[config.mk]
export PLATFORM = sky130hd
export DESIGN_NAME = count_fifo_source_flat
export DESIGN_NICKNAME = d
export VERILOG_FILES = /design/src/rtl/count_fifo_source_if.sv /design/src/rtl/count_fifo_source.sv /design/src/flat_wrapper.sv
export SDC_FILE = /design/constraint.sdc
export NUM_CORES = 1
export LEC_CHECK = 0
export ABC_AREA = 1
export CAP_MARGIN = 20
export CORE_MARGIN = 2
export CORE_UTILIZATION = 50
export CTS_BUF_LIST = sky130_fd_sc_hd__clkbuf_4
export CTS_CLUSTER_DIAMETER = 100
export DETAILED_ROUTE_END_ITERATION = 10
export GPL_TIMING_DRIVEN = 1
export PLACE_DENSITY = 0.71
export SETUP_SLACK_MARGIN = 0.3
export SYNTH_ARGS = -nofsm -noshare
export SYNTH_HDL_FRONTEND = slang
export SYNTH_SLANG_ARGS = --single-unit
[constraint.sdc]
create_clock -name clk -period 1.61 [get_ports clk]
set_input_delay 0.161 -clock clk [delete_from_list [all_inputs] [get_ports clk]]
set_output_delay 0.161 -clock clk [all_outputs]
set_load 0.1 [all_outputs]
[src/rtl/count_fifo_source_if.sv]
// count_fifo_source_if: consumer-side read handshake and feeder status of the counting FIFO source.
interface count_fifo_source_if #(parameter int DATA_WIDTH = 8) ();
  logic                  r_en;
  logic [DATA_WIDTH-1:0] r_out;
  logic                  r_empty;
  logic                  w_full;
  logic                  w_en;
  logic [DATA_WIDTH-1:0] feed_count;
  modport master (input r_en, output r_out, r_empty, w_full, w_en, feed_count);
  modport slave (output r_en, input r_out, r_empty, w_full, w_en, feed_count);
endinterface

[src/rtl/count_fifo_source.sv]
// count_fifo_source: counting feeder that keeps a 2^ADDR_WIDTH-entry FIFO topped up with 0,1,2,...
module count_fifo_source #(
  parameter int DATA_WIDTH = 8,
  parameter int ADDR_WIDTH = 3
) (
  input logic                 clk,
  input logic                 rst_n,
  count_fifo_source_if.master bus
);
  logic [DATA_WIDTH-1:0] mem [2**ADDR_WIDTH];
  logic [ADDR_WIDTH:0]   wr_ptr, rd_ptr;
  logic [DATA_WIDTH-1:0] feed_count, r_out;
  logic                  empty, full, w_en, rd;
  assign empty = wr_ptr == rd_ptr;
  assign full  = (wr_ptr[ADDR_WIDTH] != rd_ptr[ADDR_WIDTH]) &&
                 (wr_ptr[ADDR_WIDTH-1:0] == rd_ptr[ADDR_WIDTH-1:0]);
  // rst_n gates the strobe so nothing is written while reset is held
  assign w_en  = rst_n & ~full;
  assign rd    = bus.r_en & ~empty;
  always_ff @(posedge clk)
    if (w_en) mem[wr_ptr[ADDR_WIDTH-1:0]] <= feed_count;
  always_ff @(posedge clk or negedge rst_n)
    if (!rst_n) begin
      wr_ptr     <= '0;
      rd_ptr     <= '0;
      feed_count <= '0;
      r_out      <= '0;
    end else begin
      if (w_en) begin
        wr_ptr     <= wr_ptr + 1'b1;
        feed_count <= feed_count + 1'b1;
      end
      if (rd) begin
        r_out  <= mem[rd_ptr[ADDR_WIDTH-1:0]];
        rd_ptr <= rd_ptr + 1'b1;
      end
    end
  assign bus.r_out      = r_out;
  assign bus.r_empty    = empty;
  assign bus.w_full     = full;
  assign bus.w_en       = w_en;
  assign bus.feed_count = feed_count;
endmodule

[src/flat_wrapper.sv]
// flat-port wrapper written by rule: the top's interface ports become plain ports
module count_fifo_source_flat 
#(
  parameter int DATA_WIDTH = 8,
  parameter int ADDR_WIDTH = 3
)
  (clk, rst_n, bus_r_en, bus_r_out, bus_r_empty, bus_w_full, bus_w_en, bus_feed_count);
  count_fifo_source_if #(.DATA_WIDTH(DATA_WIDTH)) bus_i ();
  input logic clk;
  input logic rst_n;
  input wire logic [$bits(bus_i.r_en)-1:0] bus_r_en;
  output wire logic [$bits(bus_i.r_out)-1:0] bus_r_out;
  output wire logic [$bits(bus_i.r_empty)-1:0] bus_r_empty;
  output wire logic [$bits(bus_i.w_full)-1:0] bus_w_full;
  output wire logic [$bits(bus_i.w_en)-1:0] bus_w_en;
  output wire logic [$bits(bus_i.feed_count)-1:0] bus_feed_count;
  assign bus_i.r_en = bus_r_en;
  assign bus_r_out = bus_i.r_out;
  assign bus_r_empty = bus_i.r_empty;
  assign bus_w_full = bus_i.w_full;
  assign bus_w_en = bus_i.w_en;
  assign bus_feed_count = bus_i.feed_count;
  count_fifo_source #(.DATA_WIDTH(DATA_WIDTH), .ADDR_WIDTH(ADDR_WIDTH)) u_core (.clk(clk), .rst_n(rst_n), .bus(bus_i));
endmodule
==> results by group <==
Run status
  – Outcome: complete, but fails checks
  – Failing checks: setup timing

Pwr
  – Worst vdd ir: 2.01 mV
  – Cell Pwr Density: 2100 mW/mm²
  – Leak Pwr: 2.77 nW

Floorplanning
  – Site Rows: 33
  – Core Area: 0.00813 mm²
  – Die width: 95.3 µm
  – Die H: 95.3 µm
  – DIE AREA: 0.00909 mm²
  – Initial Utilization: 51.3%
  – Boundary pin count: 22

Final layout
  – Final core occ: 71.9%
  – Final nets: 560
  – # diodes: 0
  – Share of cells above drive strength 1: 35.1%
  – Fill count: 549
  – Area Growth Syn to Fin: 40.2%
  – Fin cells: 664

Placed design
  – HPWL after DPL: 6.14 mm
  – DP Worst Slack: -0.0622 ns
  – Placed insts: 603
  – Port bufs: 21
  – Placer Congestion: 0.838

Critical path
  – R2r startpoint: u_core.rd_ptr[0]
  – CP Max Fanout: 4
  – Worst path max stage delay: 0.47 ns
  – Crit path kind: reg2out
  – Slowest-stage cell, CP: dfrtp_2
  – Data arrival, critical path: 1.79 ns
  – Reg2Reg Depth: 10
  – Worst Setup SP: u_core.rd_ptr[0]
  – CP startpoint kind: register
  – Worst EP required: 1.45 ns
  – Crit-path cells: inv_4, nand2_2, nand2_4, nand4_4, buf_6, clkinvlp_4, buf_12
  – Setup crit end kind: primary output

Hold path
  – Hold Path Class: in2async

Yosys
  – Xor/xnor share of the synthesized area: 1.44%
  – Area fraction in compound gates after synthesis: 0%
  – Post-synthesis mux area share: 0%
  – Area share of fa/ha/maj cells after synthesis: 0.900%
  – Mapped Area: 0.00417 mm²
  – Sequential cell area fraction in the yosys report: 60.5%
  – Synth warn: 0
  – Mapped Nets: 477
  – Synth cell types: 21
  – Mapped Cells: 471
  – Main combinational cell family by area after synthesis: simple AND/OR/NAND/NOR gates
  – Post-Synth Simple-Gate Area: 27.2%
  – Syn_area_per_cell: 8.85 µm²
  – Yosys reg bits: 88

Global route
  – GRT Residual Overflow: 0
  – Largest net degree at the start of global routing: 34
  – Total track usage: 26.1%
  – Initial antenna violation count: 0
  – Global-route wire length before repair: 17.4 mm
  – Vias in the first global route: 3404

Drt
  – Vias per cell: 5.28
  – Via Count: 3504
  – Met3 routed wirelength: 522 µm
  – DR pass1 iterations: 5
  – Highest metal used: met4
  – Drt initial violations: 217
  – Detail Route Antenna Nets: 0
  – Routed WL: 11.5 mm
  – Residual DRC: 0
  – WL met1: 4.63 mm
  – Mean routed wirelength per cell: 17.3 µm
  – DR WL met2: 5.89 mm

Job
  – Max Cap Viol: 0

Timing
  – Final WS setup: -0.345 ns
  – Worst hold slack: 0.0912 ns
  – Final hold vios: 0
  – Final period util: 121%
  – Setup-failing EPs final: 87
  – RSZ-0062 raised after global routing: true
  – Worst-Margin Slew: 0.452 ns
  – Achievable Freq: 0.511 GHz
  – Clock Skews: 0.0212 ns
  – Final Max Tran Viols: 0
  – Clock period minus worst slack: 1.96 ns
  – Relative slew slack: 69.7%

Clock network
  – Max H-tree Level: 3
  – Clk slew on worst S/H paths: 0.14 ns
  – Worst skew pair latency: 0.45 ns
  – CTS tree: built
  – Clock buffer depth: 2
  – Hold-fix buffers at CTS: 0
  – Clk Tree Root Cell: clkbuf_4
  – CTS sink cnt: 88
  – Cts bufs inserted: 9
-- logic make-up (layout without fill, tap and decap cells) --
kind of cell,after synthesis,after routing
xor+xnor,6,6
fa+ha+maj,3,3
buf+inv,102,189
flops,88,88
simple gates,272,273
-- through the flow --
stage	power [mW]	cell area [µm²]	TNS, ns
floorplan	7.24	4310	-0.551
global placement	9.01	4910	0
detailed placement	9.09	4910	-0.613
CTS	11.4	5550	-1.45
global route	12.8	5850	-13.63
finish	12.3	5850	-9.96
-- routing by layer --
| layer | global-route usage (%) | vias up |
|---|---|---|
| met5 | 0 | - |
| li1 | - | 1618 |
| met4 | 10.3 | 0 |
| met3 | 4.98 | 40 |
| met2 | 44.2 | 134 |
| met1 | 33.2 | 1712 |
-- report_power, final --
part	switching [mW]	total [mW]	internal, mW
Sequential	0.398	3.54	3.14
Clock	0.747	1.42	0.677
Combinational	4.53	7.30	2.77
-- area by class of cell --
type / instances / area, µm² / area share [%]
clock buffer: 12 / 90.1 / 1.54
clock inverter: 4 / 68.8 / 1.18
inverter: 86 / 345 / 5.91
multi-input combinational: 282 / 1620 / 27.7
sequential: 88 / 2560 / 43.7
tap: 105 / 131 / 2.25
timing repair buffer: 87 / 1040 / 17.8
-- placed cells by master (no fill, tap or decap), drive strengths merged --
master / netlist / layout
nand2: 200 / 201
buf: 11 / 85
inv: 86 / 83
edfxtp: 64 / 64
nand3: 53 / 53
dfrtp: 24 / 24
nor2: 14 / 14
clkbuf: 5 / 12
xor2: 5 / 5
nand4: 3 / 3
clkinv: 0 / 3
ha: 3 / 3
clkinvlp: 0 / 2
bufinv: 0 / 2
clkdlybuf4s50: 0 / 2
xnor2: 1 / 1
nor3: 1 / 1
nand3b: 1 / 1
-- state kept, by name, indices dropped and copies added (netlist names) --
register,count
u_core.mem,64
u_core.bus.feed_count,8
u_core.bus.r_out,8
u_core.rd_ptr,4
u_core.wr_ptr,4
-- cell usage after synthesis --
master / instances / area (µm²)
clkbuf_1: 5 / 18.8
buf_4: 1 / 7.51
nor2_4: 1 / 11.3
dfrtp_1: 24 / 601
ha_1: 3 / 37.5
nand2_1: 197 / 739
nor2_1: 12 / 45.0
nand4_1: 2 / 12.5
inv_2: 3 / 11.3
nor2_2: 1 / 6.26
inv_1: 83 / 312
nand3b_1: 1 / 7.51
nor3_1: 1 / 5.00
edfxtp_1: 64 / 1920
xor2_1: 5 / 43.8
buf_2: 7 / 35.0
nand3_1: 53 / 265
nand2_2: 3 / 18.8
nand4_4: 1 / 21.3
xnor2_2: 1 / 16.3
buf_6: 3 / 33.8
-- timing repair --
action,in CTS,in global routing
gates resized for setup,52,59
setup endpoints to repair,99,98
pin swaps,31,32
setup buffers,33,10
cloned,1,1
-- final timing paths --
path,slack (ns),to
setup / recovery,-0.35,bus_w_full
setup reg to reg,-0.23,u_core.mem[7][3]
max in group asynchronous,1.13,u_core.bus.feed_count[2]
hold / removal,0.09,u_core.rd_ptr[3]
hold reg to reg,0.55,u_core.bus.r_out[6]
min in group clk,0.48,u_core.bus.feed_count[4]
-- critical path: cells and delay by family (launching register included) --
family,cells,cell delay [ns]
DFF,1,0.47
buffers and inverters,4,0.51
and+or+nand+nor,3,0.36
No activity file was read; power rests on OpenSTA's default activity.
